File: src/rtl/jb_rf_slew_irq.sv
// Per-channel RF slew-rate monitor: a debounced fault detector feeds a sticky status bit,
// a saturating fault counter and a masked, registered interrupt output.
module jb_rf_slew_irq #(
  parameter int NUM_CH = 8,
  parameter int DW     = 16,
  parameter int CNT_W  = 32
) (
  input  logic                           clk,
  input  logic                           rst,
  input  logic [NUM_CH-1:0][DW-1:0]      sample_i,
  input  logic [NUM_CH-1:0]              sample_vld_i,
  input  logic [DW-1:0]                  slew_thresh_i,
  input  logic [3:0]                     debounce_i,
  input  logic [NUM_CH-1:0]              rf_overdrive_mute,
  input  logic [NUM_CH-1:0]              rf_slew_rate_irq_mask,
  input  logic [NUM_CH-1:0]              rf_slew_rate_irq_clr,
  input  logic [NUM_CH-1:0]              rf_slew_fault_clr,
  output logic [NUM_CH-1:0]              rf_slew_rate_irq,
  output logic [NUM_CH-1:0][CNT_W-1:0]   rf_slew_fault_count,
  output logic                           irq_o
);

  logic [3:0] run_target;
  logic       irq_q;
  logic       irq_d;

  assign run_target = (debounce_i == 4'd0) ? 4'd1 : debounce_i;

  genvar gi;
  generate
    for (gi = 0; gi < NUM_CH; gi++) begin : g_ch
      logic [DW-1:0]    prev_q;
      logic             prev_vld_q;
      logic             s1_vld_q;
      logic             s1_viol_q;
      logic [3:0]       run_q, run_d;
      logic             evt_q, evt_d;
      logic             st_q, st_d;
      logic [CNT_W-1:0] cnt_q, cnt_d;
      logic [DW:0]      diff;
      logic [DW:0]      mag;
      logic             viol;
      logic             mute;

      assign mute = rf_overdrive_mute[gi];

      // Sign-extend to DW+1 so the full-scale swing (e.g. 0x7FFF -> 0x8000) never overflows.
      always_comb begin
        diff = {sample_i[gi][DW-1], sample_i[gi]} - {prev_q[DW-1], prev_q};
        mag  = diff[DW] ? (~diff + {{DW{1'b0}}, 1'b1}) : diff;
        viol = mag > {1'b0, slew_thresh_i};
      end

      always_comb begin
        run_d = run_q;
        evt_d = 1'b0;
        if (mute) begin
          run_d = 4'd0;
        end else if (s1_vld_q) begin
          if (s1_viol_q) begin
            // A saturated run never re-reaches the target, so each run fires at most once.
            if (run_q != 4'hF) begin
              run_d = run_q + 4'd1;
              evt_d = ((run_q + 4'd1) == run_target);
            end
          end else begin
            run_d = 4'd0;
          end
        end
      end

      always_comb begin
        st_d  = st_q;
        cnt_d = cnt_q;
        if (!mute) begin
          if (evt_q) begin
            st_d = 1'b1;
          end else if (rf_slew_rate_irq_clr[gi]) begin
            st_d = 1'b0;
          end
          if (rf_slew_fault_clr[gi]) begin
            cnt_d = {{(CNT_W-1){1'b0}}, evt_q};
          end else if (evt_q && (cnt_q != {CNT_W{1'b1}})) begin
            cnt_d = cnt_q + {{(CNT_W-1){1'b0}}, 1'b1};
          end
        end
      end

      always_ff @(posedge clk or posedge rst) begin
        if (rst) begin
          prev_q     <= '0;
          prev_vld_q <= 1'b0;
          s1_vld_q   <= 1'b0;
          s1_viol_q  <= 1'b0;
          run_q      <= 4'd0;
          evt_q      <= 1'b0;
          st_q       <= 1'b0;
          cnt_q      <= '0;
        end else begin
          run_q <= run_d;
          evt_q <= evt_d;
          st_q  <= st_d;
          cnt_q <= cnt_d;
          if (mute) begin
            prev_vld_q <= 1'b0;
            s1_vld_q   <= 1'b0;
            s1_viol_q  <= 1'b0;
          end else begin
            s1_vld_q  <= sample_vld_i[gi] & prev_vld_q;
            s1_viol_q <= sample_vld_i[gi] & prev_vld_q & viol;
            if (sample_vld_i[gi]) begin
              prev_q     <= sample_i[gi];
              prev_vld_q <= 1'b1;
            end
          end
        end
      end

      assign rf_slew_rate_irq[gi]    = st_q;
      assign rf_slew_fault_count[gi] = cnt_q;
    end
  endgenerate

  assign irq_d = |(rf_slew_rate_irq & ~rf_slew_rate_irq_mask);

  always_ff @(posedge clk or posedge rst) begin
    if (rst) begin
      irq_q <= 1'b0;
    end else begin
      irq_q <= irq_d;
    end
  end

  assign irq_o = irq_q;

endmodule
File: config.mk
export PLATFORM = sky130hd
export DESIGN_NAME = jb_rf_slew_irq
export DESIGN_NICKNAME = d
export VERILOG_FILES = /design/src/rtl/jb_rf_slew_irq.sv
export SDC_FILE = /design/constraint.sdc
export NUM_CORES = 2
export LEC_CHECK = 0
export ABC_AREA = 1
export BUFFER_PORTS_ARGS = -buffer_cell sky130_fd_sc_hd__clkbuf_2
export CORE_UTILIZATION = 55
export CTS_BUF_LIST = sky130_fd_sc_hd__clkbuf_4 sky130_fd_sc_hd__clkbuf_8 sky130_fd_sc_hd__clkbuf_16
export DETAILED_ROUTE_END_ITERATION = 16
export PLACE_DENSITY = 0.89
export SLEW_MARGIN = 20
export SYNTH_ARGS = -nofsm -noshare
export SYNTH_HDL_FRONTEND = slang
export SYNTH_SLANG_ARGS = --single-unit
File: constraint.sdc
create_clock -name clk -period 14.7 [get_ports clk]
set_input_delay 2.94 -clock clk [delete_from_list [all_inputs] [get_ports clk]]
set_output_delay 2.94 -clock clk [all_outputs]
set_load 0.05 [all_outputs]
==> results.json <==
{
  "ctsHoldBuffers": 0,
  "vias": 40828,
  "design_area_sq_um": 44300,
  "initial_core_util": 0.558,
  "final_util": 0.630,
  "p_leak_nw": 22.8,
  "crit_path_max_incr_delay_ns": 0.40,
  "grt_pass1_wl_microns": 186000,
  "wirelength_microns": 116000,
  "placed_area_sq_um": 42200,
  "place_congestion": 0.994,
  "rows": 97,
  "htreeDepth": 2,
  "cts_resized": 0,
  "ys_top_cells_by_area": "dfrtp_1 (29%), nand2_1 (18%), ha_1 (8.9%)",
  "fin_worst_skew_ns": 0.0215,
  "tritoncts": "built",
  "critPathTopFamily": "simple AND/OR/NAND/NOR gates",
  "hold_violations": 0,
  "dr.first_iter.drc_count": 3453,
  "final.min_clock_period_ns": 5.86,
  "io_buffer_count": 454,
  "drt-wirelength-per-cell_microns": 15.6,
  "synth_top_area_frac": 0.292,
  "antenna_found_initial": 5,
  "finalNonFillerCells": 7424,
  "cts_setup_buffers": 0,
  "grt_pass1_vias": 37499,
  "syn_area_per_cell_sq_um": 6.52,
  "crit_path_max_fanout": 11,
  "ant_nets": 0,
  "cts-buffers-inserted": 55,
  "seq_area_frac_synth": 0.292,
  "dr.pass1.iters": 6,
  "final-setup-viol-count": 0,
  "start_kind": "input port",
  "io_pins": 455,
  "drt_drc_violations_left": 0,
  "die_w_microns": 269,
  "synth-seq-cells": 457,
  "cts.sinks": 457,
  "worst_slew_pin_slew_ns": 0.987,
  "synth_top_area_cell": "dfrtp_1",
  "slew_headroom": 0.341,
  "slew_viol_final": 0,
  "core_area_sq_um": 70300,
  "outcome": "finished clean",
  "seq_area_sq_um": 11400,
  "clk_pin_slew_worst_paths_ns": 0.06,
  "synth_area_sq_um": 39200,
  "whs_ns": 0.495,
  "worst_ep_arrival_time_ns": 6.41,
  "nNetsFinal": 6910,
  "path_buf_inv": 5,
  "preCtsSetupSlack_ns": 8.29,
  "synth-edff-count": 0,
  "layout_setup_ws_ns": 8.84,
  "die_h_microns": 269,
  "clock_path_buffers": 3,
  "synth.distinct_cells": 56,
  "place_inst": 7315,
  "fmax_mhz": 171,
  "clkLatencyLatePin_ns": 0.64,
  "cap_violations": 0,
  "cts-root-buf": "clkbuf_16",
  "cpMostUsedCell": "nand2_1",
  "multi_input_area_sq_um": 23800,
  "synth_nets": 6493,
  "critPathSlowestCell": "fa_1",
  "crit_type": "in2reg",
  "drive_gt1_frac": 0.101,
  "synth_ff_type": "dfrtp_1",
  "async_flop_share": 1.00,
  "dp_hpwl_microns": 89600,
  "required_ns": 15.24,
  "fin_tns_setup_ns": 0,
  "p_per_area_nw_per_um2": 107,
  "die_area_sq_um": 72400,
  "grt_max_degree": 164,
  "peakVddDrop_uv": 102,
  "synthTopCellsByCount": "nand2_1 (1857), inv_1 (890), nor2_1 (573), dfrtp_1 (457), nand3_1 (442)",
  "synthCells": 6015,
  "viasPerCell": 5.50,
  "totalPowerFinal_mw": 4.72,
  "synth.most_common_cell": "nand2_1",
  "yosysWarnings": 0,
  "grt.total_usage": 0.314,
  "crit_path_end_kind": "register",
  "syn_to_final_growth_pct": 12.8,
  "hp-class": "reg2reg",
  "gr-total-overflow": 0,
  "nFillCells": 6471,
  "rsz0062_at_grt": "false",
  "min_period_over_period": 0.399
}
==> power breakdown <==
group	internal, mW	switching, mW	leakage, nW	total [mW]
sequential	1.32	0.0488	6.12	1.37
clock	0.903	0.605	0.966	1.51
combinational	0.640	1.19	15.7	1.83
==> routing by layer <==
| metal | vias up | track usage | wire [microns] |
|---|---|---|---|
| met5 | - | 0 | 26 |
| met1 | 18769 | 0.395 | 48400 |
| met3 | 317 | 0.0510 | 8590 |
| li1 | 20192 | - | - |
| met4 | 4 | 0.145 | 5280 |
| met2 | 1546 | 0.526 | 53800 |
==> final timing paths <==
path | start | end | slack, ns | cells after the start
max | sample_i[0] | g_ch[0].s1_viol_q | 8.84 | 29
min | g_ch[1].prev_q[0] | g_ch[1].prev_q[0] | 0.49 | 2
max reg2reg | g_ch[0].prev_q[0] | g_ch[0].s1_viol_q | 10.90 | 27
min reg2reg | g_ch[1].prev_q[0] | g_ch[1].prev_q[0] | 0.49 | 2
max in group asynchronous | rst | g_ch[3].cnt_q[10] | 10.52 | 4
min in group asynchronous | rst | g_ch[7].cnt_q[15] | 2.48 | 3
==> kinds of logic after synthesis <==
group,Yosys count,synth area share
fa+ha+maj,288,0.0934
flops,457,0.292
simple gates,3329,0.360
buf+inv,1014,0.102
xor+xnor,275,0.0616
compound gates,650,0.0903
mux,2,0.000574
==> worst reg2reg max path: stages, from the launching register on <==
cell and delay [ns]:
dfrtp_1 0.38, ha_1 0.20, fa_1 0.40, inv_1 0.09
nand3_1 0.09, nand2_1 0.13, nand2_1 0.08, nand2_1 0.12
nand3_1 0.11, nand3_1 0.11, nand2_2 0.12, inv_1 0.25
nand2_1 0.11, xor2_1 0.18, inv_1 0.08, ha_1 0.30
nand2_1 0.07, nor2_1 0.17, nand3b_1 0.09, nand3_1 0.09
nand2_1 0.06, nand2_1 0.07, nand2_1 0.05, nand2_1 0.05
nand2_1 0.05, nand2_1 0.05, nand2_1 0.05, a21oi_1 0.16
==> final cells by class <==
class | instances | area share
Clock inverter | 32 | 0.0109
Timing Repair Buffer | 467 | 0.0541
Clock buffer | 70 | 0.0346
Inverter | 907 | 0.0770
Antenna cell | 7 | 0.000396
Multi-Input combinational cell | 4544 | 0.538
Tap cell | 940 | 0.0266
Sequential cell | 457 | 0.258
==> flip-flops by register name, indices dropped and copies added, names as in the netlist <==
signal / flops
irq_o: 1
g_ch.s1_vld_q: 8
g_ch.st_q: 8
g_ch.s1_viol_q: 8
g_ch.prev_q: 128
g_ch.run_q: 32
g_ch.prev_vld_q: 8
g_ch.cnt_q: 256
g_ch.evt_q: 8
==> layout by cell type (no fill, tap or decap), drive strengths merged, types with 3 or more instances in the layout <==
| master | netlist | routed |
|---|---|---|
| nand2 | 1886 | 1886 |
| inv | 902 | 905 |
| nor2 | 581 | 581 |
| clkbuf | 47 | 524 |
| dfrtp | 457 | 457 |
| nand3 | 442 | 442 |
| o21ai | 371 | 371 |
| ha | 280 | 280 |
| xor2 | 184 | 184 |
| a21oi | 184 | 184 |
| nor3 | 162 | 162 |
| nand4 | 155 | 155 |
| xnor2 | 91 | 91 |
| nor4 | 49 | 49 |
| o31ai | 48 | 48 |
| nand3b | 39 | 39 |
| clkinv | 5 | 15 |
| buf | 60 | 13 |
| clkinvlp | 0 | 10 |
| bufinv | 0 | 9 |
| o211ai | 8 | 8 |
| fa | 8 | 8 |
| o21bai | 8 | 8 |
| diode | 0 | 7 |
| a211oi | 7 | 7 |
| nor3b | 6 | 6 |
| a21boi | 6 | 6 |
| o22ai | 5 | 5 |
| or2 | 4 | 4 |
| a32o | 4 | 4 |
| and2 | 3 | 3 |
| a31oi | 3 | 3 |
(Power assumes the default switching activity.)
